$ cat src/rtl/udc_pkg.sv
// udc_pkg: shared constants and types for the up/down counter slice.
// Register map, data width, sequencer states and bus-op encoding.
package udc_pkg;

  localparam int DATA_W = 8;

  typedef logic [DATA_W-1:0] data_t;

  localparam logic [1:0] ADDR_PLR = 2'b00;
  localparam logic [1:0] ADDR_ULR = 2'b01;
  localparam logic [1:0] ADDR_LLR = 2'b10;
  localparam logic [1:0] ADDR_CCR = 2'b11;

  typedef enum logic [2:0] {
    S_IDLE,
    S_WR,
    S_RD,
    S_CHK,
    S_START,
    S_WAIT_EC,
    S_DONE
  } state_t;

  typedef enum logic [1:0] {
    OP_NONE,
    OP_WR,
    OP_RD,
    OP_STB
  } bus_op_t;

endpackage

$ cat src/rtl/udc_config_sequencer_bus_if.sv
// udc_bus_if: registers one bus cycle per clock from an op request.
// Reads span two requests; rd_done marks the end of the second one.
module udc_bus_if
  import udc_pkg::*;
(
  input  logic       clk,
  input  logic       reset,
  input  bus_op_t    op,
  input  logic [1:0] addr,
  input  data_t      wdata,
  input  logic       last,
  input  data_t      din_in,
  output logic       ncs,
  output logic       nwr,
  output logic       nrd,
  output logic       a1,
  output logic       a0,
  output data_t      din_out,
  output logic       din_oe,
  output data_t      rdata,
  output logic       rd_done
);

  logic rd_last_q;

  // Strobes and address follow the request one clock later.
  always_ff @(posedge clk) begin
    if (!reset) begin
      ncs       <= 1'b1;
      nwr       <= 1'b1;
      nrd       <= 1'b1;
      a1        <= 1'b0;
      a0        <= 1'b0;
      din_out   <= '0;
      din_oe    <= 1'b0;
      rd_last_q <= 1'b0;
    end else begin
      ncs       <= (op == OP_NONE);
      nwr       <= (op != OP_WR);
      nrd       <= (op != OP_RD);
      {a1, a0}  <= addr;
      din_out   <= (op == OP_WR) ? wdata : '0;
      din_oe    <= (op == OP_WR);
      rd_last_q <= (op == OP_RD) && last;
    end
  end

  assign rdata   = din_in;
  assign rd_done = rd_last_q;

endmodule

$ cat src/rtl/udc_config_sequencer.sv
// udc_config_sequencer: programs the counter registers, optionally
// reads them back, starts a run and reports its outcome.
module udc_config_sequencer
  import udc_pkg::*;
#(
  parameter int START_CYCLES = 1,
  parameter int TIMEOUT_W    = 16
) (
  input  logic  clk,
  input  logic  reset,
  input  logic  cfg_valid,
  output logic  cfg_ready,
  input  data_t cfg_plr,
  input  data_t cfg_ulr,
  input  data_t cfg_llr,
  input  data_t cfg_ccr,
  input  logic  cfg_verify,
  output logic  ncs,
  output logic  nwr,
  output logic  nrd,
  output logic  a1,
  output logic  a0,
  output data_t din_out,
  output logic  din_oe,
  input  data_t din_in,
  output logic  start,
  input  logic  ec,
  input  logic  err,
  output logic  done,
  output logic  st_range,
  output logic  st_verify,
  output logic  st_timeout
);

  localparam logic SC_LAST = 1'(START_CYCLES - 1);
  localparam logic [TIMEOUT_W-1:0] WD_ONE =
    {{(TIMEOUT_W-1){1'b0}}, 1'b1};
  localparam logic [TIMEOUT_W-1:0] WD_LAST =
    {{(TIMEOUT_W-1){1'b1}}, 1'b0};

  state_t               state;
  logic [2:0]           cnt;
  logic                 sc_cnt;
  logic [TIMEOUT_W-1:0] wdog;
  data_t                regs_q [4];
  logic                 verify_q;

  bus_op_t    req_op;
  logic [1:0] req_addr;
  logic       req_last;
  data_t      rdata;
  logic       rd_done;
  logic       take;
  logic       rd_bad;
  logic       range_bad;

  assign take      = cfg_valid & cfg_ready;
  assign rd_bad    = rd_done & (rdata != regs_q[{a1, a0}]);
  assign range_bad = (regs_q[ADDR_PLR] < regs_q[ADDR_LLR])
                   | (regs_q[ADDR_PLR] > regs_q[ADDR_ULR])
                   | err;

  // Bus request derived from the current state.
  always_comb begin
    req_op   = OP_NONE;
    req_addr = 2'b00;
    req_last = 1'b0;
    unique case (1'b1)
      state == S_WR: begin
        req_op   = OP_WR;
        req_addr = cnt[1:0];
      end
      state == S_RD: begin
        req_op   = OP_RD;
        req_addr = cnt[2:1];
        req_last = cnt[0];
      end
      state == S_START: req_op = OP_STB;
      default: ;
    endcase
  end

  udc_bus_if u_bus (
    .clk     (clk),
    .reset   (reset),
    .op      (req_op),
    .addr    (req_addr),
    .wdata   (regs_q[req_addr]),
    .last    (req_last),
    .din_in  (din_in),
    .ncs     (ncs),
    .nwr     (nwr),
    .nrd     (nrd),
    .a1      (a1),
    .a0      (a0),
    .din_out (din_out),
    .din_oe  (din_oe),
    .rdata   (rdata),
    .rd_done (rd_done)
  );

  // Job sequencing, handshake, start/done strobes and status.
  always_ff @(posedge clk) begin
    if (!reset) begin
      state      <= S_IDLE;
      cnt        <= '0;
      sc_cnt     <= 1'b0;
      wdog       <= '0;
      verify_q   <= 1'b0;
      cfg_ready  <= 1'b0;
      start      <= 1'b0;
      done       <= 1'b0;
      st_range   <= 1'b0;
      st_verify  <= 1'b0;
      st_timeout <= 1'b0;
      for (int i = 0; i < 4; i++) regs_q[i] <= '0;
    end else begin
      cfg_ready <= (state == S_IDLE) && !take;
      start     <= (state == S_START);
      done      <= (state == S_DONE);
      if (rd_bad) st_verify <= 1'b1;
      unique case (state)
        S_IDLE: begin
          if (take) begin
            regs_q[ADDR_PLR] <= cfg_plr;
            regs_q[ADDR_ULR] <= cfg_ulr;
            regs_q[ADDR_LLR] <= cfg_llr;
            regs_q[ADDR_CCR] <= cfg_ccr;
            verify_q   <= cfg_verify;
            st_range   <= 1'b0;
            st_verify  <= 1'b0;
            st_timeout <= 1'b0;
            cnt        <= '0;
            state      <= S_WR;
          end
        end
        S_WR: begin
          cnt <= cnt + 3'd1;
          if (cnt == 3'd3) begin
            cnt   <= '0;
            state <= verify_q ? S_RD : S_CHK;
          end
        end
        S_RD: begin
          cnt <= cnt + 3'd1;
          if (cnt == 3'd7) state <= S_CHK;
        end
        S_CHK: begin
          st_range <= range_bad;
          sc_cnt   <= 1'b0;
          if (range_bad || st_verify || rd_bad ||
              regs_q[ADDR_CCR] == '0)
            state <= S_DONE;
          else
            state <= S_START;
        end
        S_START: begin
          sc_cnt <= sc_cnt + 1'b1;
          if (sc_cnt == SC_LAST) begin
            wdog  <= '0;
            state <= S_WAIT_EC;
          end
        end
        S_WAIT_EC: begin
          if (ec) begin
            state <= S_DONE;
          end else begin
            wdog <= wdog + WD_ONE;
            if (wdog == WD_LAST) begin
              st_timeout <= 1'b1;
              state      <= S_DONE;
            end
          end
        end
        S_DONE: state <= S_IDLE;
        default: state <= S_IDLE;
      endcase
    end
  end

endmodule

$ cat config.mk
export PLATFORM = sky130hd
export DESIGN_NAME = udc_config_sequencer
export DESIGN_NICKNAME = d
export VERILOG_FILES = /design/src/rtl/udc_pkg.sv /design/src/rtl/udc_config_sequencer_bus_if.sv /design/src/rtl/udc_config_sequencer.sv
export SDC_FILE = /design/constraint.sdc
export NUM_CORES = 1
export LEC_CHECK = 0
export BUFFER_PORTS_ARGS = -buffer_cell sky130_fd_sc_hd__buf_4
export CORE_AREA = 8 8 110 92
export DETAILED_ROUTE_END_ITERATION = 8
export DIE_AREA = 0 0 118 100
export PLACE_DENSITY = 0.74
export SYNTH_ARGS = -nofsm -noshare
export SYNTH_HDL_FRONTEND = slang
export SYNTH_SLANG_ARGS = --single-unit
$ cat constraint.sdc
create_clock -name clk -period 4.75 [get_ports clk]
set_clock_uncertainty 0.05 [all_clocks]
set_input_delay 0.7125 -clock clk [delete_from_list [all_inputs] [get_ports clk]]
set_output_delay 0.7125 -clock clk [all_outputs]
set_load 0.01 [all_outputs]
# [Word level (Yosys, flattened, before mapping)]
# Memories as Yosys holds them, arrays and structs flattened. A register that Yosys moved wholly into a read port is not among the register bits.
# Index checks and enable logic that the tools add are counted.
[classes] n_reduce_logical=22 n_eq_ne=21 magnitude_cmp=2 n_addsub=3 n_bitwise=8 n_mux=37
[ops] cell="$mux W16" count=2
[ops] cell="$mux W8" count=4
[ops] cell="$pmux W16 S2" count=1
[ops] cell="$mux W3" count=8
[ops] cell="$pmux W3 S6" count=1
[ops] cell="$add A16 B1 Y16 const B" count=1
[ops] cell="$eq A16 B16 Y1 const B" count=1
[ops] cell="$mux W1" count=13
[ops] cell="$eq A3 B3 Y1 const B" count=4
[ops] cell="$ne A2 B2 Y1 const B" count=5
[ops] cell="$eq A3 B2 Y1 const B" count=3
[ops] cell="$pmux W3 S3" count=1
[ops] cell="$gt A8 B8 Y1" count=1
[ops] cell="$logic_not A8 Y1" count=1
[ops] cell="$lt A8 B8 Y1" count=1
[ops] cell="$ne A8 B8 Y1" count=1
[ops] cell="$reduce_and A2 Y1" count=4
[ops] cell="$reduce_bool A2 Y1" count=4
[ops] cell="$ne A2 B1 Y1 const B" count=3
[ops] cell="$or A1 B1 Y1" count=6
[ops] cell="$pmux W1 S2" count=3
[ops] cell="$pmux W2 S3" count=1
[ops] cell="$reduce_and A5 Y1" count=1
[ops] cell="$mux W2" count=2
[ops] cell="16 further kinds" count=21
[totals] mem_bits_rw=32 ff_bits=37 in_bits=46 mem_count=1 output_inout_bits=20 word_cells=112
[mem_list] name="regs_q" words=4 word_bits=8 read_ports=6 rd_clocked_by_memory_dff=2 write_ports=4 line="udc_config_sequencer.sv:45" source="data_t regs_q [4];"

# [Longest topological paths before layout]
# An unclocked memory read counts as a cell.
[logic_depth] ltp_word=9 mapped_depth=8 ltp_nobuf=8

# [Modules after synthesis]
# From an unflattened synthesis, not the netlist that was laid out.
[unflattened] cells_unflattened=391 area_unflattened_um2=4176.5
[modules_own_cells] mod="udc_config_sequencer" seq_area_each_um2=1561.5 cells_each=350 area_per_inst_um2=3661.0 n_inst=1
[modules_own_cells] mod="udc_bus_if" seq_area_each_um2=300.3 cells_each=41 area_per_inst_um2=515.5 n_inst=1

# [Worst setup path before layout]
# No wires, ideal clock.
[synth_timing] kind="input to register" startpoint="input cfg_valid" endpoint="memory regs_q[0][0] in the netlist's numbering, enable pin" n_path_buf=0 stages=3 arrival_ns=2.112 setup_slack_ns=2.192 setup_ns=0.396 t_required_ns=4.304 cell_sequence="nand2_1 nor4_2 nand2b_1"
[synth_lines] element="from (decl)" line="udc_config_sequencer.sv:11" source="input logic cfg_valid,"
[synth_lines] element="to (decl)" line="udc_config_sequencer.sv:45"

==> results.md <==
- Of the total synthesized cell area, the portion taken by AND, OR, NAND and NOR gates is 0.200.
- The share of the yosys chip area belonging to registers is 0.477.
- The H-tree depth reported by CTS is 3.
- The worst setup slack after placement is 2.01 ns.
- The final critical path time including I/O delays and setup is 2.51 ns.
- The worst hold path endpoint is wdog[8].
- The root buffer cell chosen for the clock tree is clkbuf_8.
- The mux cell area share after synthesis is 0.108.
- The count of filler cells inserted in the layout is 717.
- The relative contribution of the clock network to total power is 0.336.
- Of the total power, registers draw 0.524.
- The flow ran to the end, and the final reports show no timing, DRC or antenna violations.
- VDD sags by at most 0.154 mV.
- The final core area utilization is 0.565.
- The die boundary height is 100 microns.
- The aggregate routed wire length is 8620 microns.
- The largest fanout of any net on the critical path is 35.
- The congestion estimate from routability-driven global placement came to 0.886.
- The residual antenna-violating net count after detailed routing is 0.
- Dividing total power by cell area gives a power density of 311 nW/um^2.
- The final hold violation count is 0.
- The XOR/XNOR share of the synthesized area is 0.0449.
- The iteration count of the initial detailed-routing pass is 5.
- Summed over all failing endpoints, the final setup total negative slack is 0 ns.
- The number of instances resized during post-cts repair is 0.
- The clock reaches the later pin of the worst-skew pair after 0.35 ns.
- In the synthesized netlist the dominant register cell turns out to be dfxtp_1.
- The arrival time at the worst endpoint is 2.50 ns.
- In the finished design, the share of the clock period the worst path needs comes to 0.529.
- During synthesis, Yosys emitted a total of 0 warnings.
- The number of antenna violations at the first check in global routing came to 0.
- The count of hold-fix buffers inserted at cts is 0.
- The region available for standard cell placement spans 8300 sq um.
- The worst path setup slack after routing is 2.24 ns.
- In this run the deepest clock path goes through 2 buffers.
- The post-route DRC violation count is 0.
- The count of nets after finishing is 489.
- The die covers 11,800 sq um.
- The proportion of register bits with asynchronous set or reset after synthesis is 0.
- The number of primary I/O pins is 66.
- The post-placement cell count is 523.
- Final hold analysis gives a worst-case slack of 0.458 ns.
- For the worst setup path, the data required time is 4.73 ns.
- The wire length per cell is 16.0 microns.
- The CTS tree is built.
- The cell area that synthesis handed to floorplanning was 3900 sq um.
- The largest net degree at the start of global routing is 40.
- For the worst flop-to-flop path, the logic depth is 4.
- The net switching power of the design is 0.377 mW.
- The number of global-route vias before repair was 2,912.
- The number of cells on the worst hold path is 2.
- Counting every net in the synthesized netlist gives 426.
- The top achievable clock speed is 0.398 GHz.
- Measured against its own limit, the worst slew margin works out to 0.317.
- By area, the combinational part of the netlist is dominated by simple AND/OR/NAND/NOR gates.
- Setup repair after global routing left no endpoint under its margin.
- Setup violations remaining at the end of the flow were counted as 0.
- The fraction of layout instances using a drive strength above 1 is 0.244.
- Dividing the detail-routed via count by the number of cells gives 5.35.
- The number of DRC markers in iteration 0 is 132.
- The final route contains 2,883 vias.
- The startpoint identified for the worst hold timing path is wdog[8].
- The number of setup buffers added after CTS is 0.
- Measured along the x axis, the die boundary spans 118 microns.
- The cell area after layout is 4680 sq um.
- The end of the worst register-to-register path is regs_q[3][0].
- The combinational share of power is 0.139.
- The number of buffer cells added on primary ports is 65.
- The TritonCTS buffer count is 9.
- The effective utilization at floorplan is 0.470.
- The power after layout is 1.46 mW.
- The number of pins exceeding their max-slew limit in the final report is 0.
- 0 antenna diodes ended up in the layout.
- The clock sink count is 77.
- The worst register-to-register path begins at state[2].
- Yosys mapped the design onto 46 distinct sky130hd cell types.
- After detailed placement, the total cell area comes to 4490 sq um.
- The synthesized-area fraction occupied by ao, oa, aoi and oai cells is 0.0625.
- The overall track demand over capacity in global routing is 0.149.
- Global routing finished with a remaining overflow of 0.
- The register bit count reported by yosys is 77.
- The worst setup path is captured at a register.
- The layout-stage area growth over the synthesis result is 20.0%.
- The worst setup path is of the reg2reg kind.
- The number of enable flip-flop cells after synthesis is 32.
- Of the total synthesized cell area, the portion taken by full adders, half adders and majority gates is 0.0674.
- The mean instance size in the synthesized netlist is 10.9 sq um.
- After floorplanning, the core was divided into 30 placement rows.
- The launching element type of the critical path is a register.
- The proportion of total power due to net switching is 0.259.
- The final non-filler cell total is 539.
- Across the run, the number of max-cap violations was 0.
- The reg2reg setup slack is 2.24 ns.
- For the pin with the worst max-slew slack, the measured transition is 1.02 ns.
- The internal portion of the total power is 1.08 mW.
- The clock-pin slew of the registers on the worst-case setup and hold paths is 0.09 ns.
- The first global-routing pass estimated 14,100 microns of wire.
- The tightest min-delay check is of the reg2reg type.
- The post-DP HPWL is 6740 microns.
- In this run the static leakage power is 2.00 nW.
- The count of mapped cells out of synthesis is 359.
-- routing by layer --
layer	global-route usage	vias to the layer above	routed length (microns)
met5	0	-	0
met4	0.0373	0	108
met3	0.0544	10	850
met2	0.242	101	3910
met1	0.185	1352	3750
li1	-	1420	-
-- flip-flops by register name, summed over array words and instances, names as in the netlist, 3 cells and up --
name / flops
regs_q: 32
wdog: 16
u_bus.din_out: 8
cnt: 3
state: 3
-- cell families after synthesis --
group | Yosys count
compound gates | 39
xor+xnor | 20
fa+ha+maj | 21
buf+inv | 38
flops | 77
mux | 21
simple gates | 143
-- power by group through the flow --
| stage | combinational [mW] | sequential, mW | clock [mW] |
|---|---|---|---|
| 2_1_floorplan | 0.133 | 0.763 | 0 |
| 3_3_place_gp | 0.194 | 0.776 | 0 |
| 3_5_place_dp | 0.203 | 0.778 | 0 |
| 4_1_cts | 0.204 | 0.763 | 0.497 |
| 5_1_grt | 0.226 | 0.768 | 0.522 |
| 6_report | 0.202 | 0.763 | 0.490 |
-- final cells by class --
| type | instances | area [sq um] | area share |
|---|---|---|---|
| Clock buffer | 9 | 124 | 0.0264 |
| Sequential cell | 77 | 1860 | 0.398 |
| Inverter | 23 | 86.3 | 0.0184 |
| Timing Repair Buffer | 67 | 503 | 0.107 |
| Multi-Input combinational cell | 244 | 1900 | 0.405 |
| Tap cell | 112 | 140 | 0.0299 |
| Clock inverter | 7 | 72.6 | 0.0155 |
-- how the worst max path moves through the flow --
stage,slack [ns],from,to,cells past startpoint
after floorplan,2.19,cfg_valid,regs_q[0][0],3
after global placement,2.09,cfg_valid,regs_q[1][7],6
after detailed placement,2.01,cfg_valid,regs_q[1][7],6
after CTS,2.22,state[2],regs_q[0][4],4
after global routing,2.00,state[2],regs_q[0][4],4
final,2.24,state[2],regs_q[3][0],4
-- synthesized netlist by cell type, types with 3 or more instances --
cell,count,area share
a21oi_1,15,0.019
and2_1,11,0.018
and3_1,37,0.059
clkbuf_1,11,0.011
dfxtp_1,45,0.23
edfxtp_1,32,0.25
ha_1,21,0.067
inv_1,23,0.022
mux2i_1,4,0.010
mux4_1,3,0.020
mux4_2,13,0.075
nand2_1,15,0.014
nand2b_1,5,0.0080
nand3_1,8,0.010
nand4_1,9,0.014
nor2_1,34,0.033
nor2b_1,3,0.0048
nor3_1,6,0.0077
o21ai_0,7,0.0090
xnor2_1,12,0.027
xor2_1,8,0.018
-- worst max-delay path: stages, from the launching register on --
cell and delay, ns:
dfxtp_1 0.55, nor4_4 0.30, buf_4 0.32, nand2b_1 0.59
buf_4 0.37
-- cell usage in the layout (no fill, tap or decap), drive strengths merged, types with 11 or more instances in the layout --
| cell type | n |
|---|---|
| and2 | 11 |
| ha | 21 |
| edfxtp | 32 |
| mux4 | 16 |
| a21oi | 15 |
| inv | 26 |
| and3 | 37 |
| xnor2 | 12 |
| dfxtp | 45 |
| buf | 67 |
| nand2 | 15 |
| nor2 | 36 |
(Power assumes the default switching activity.)
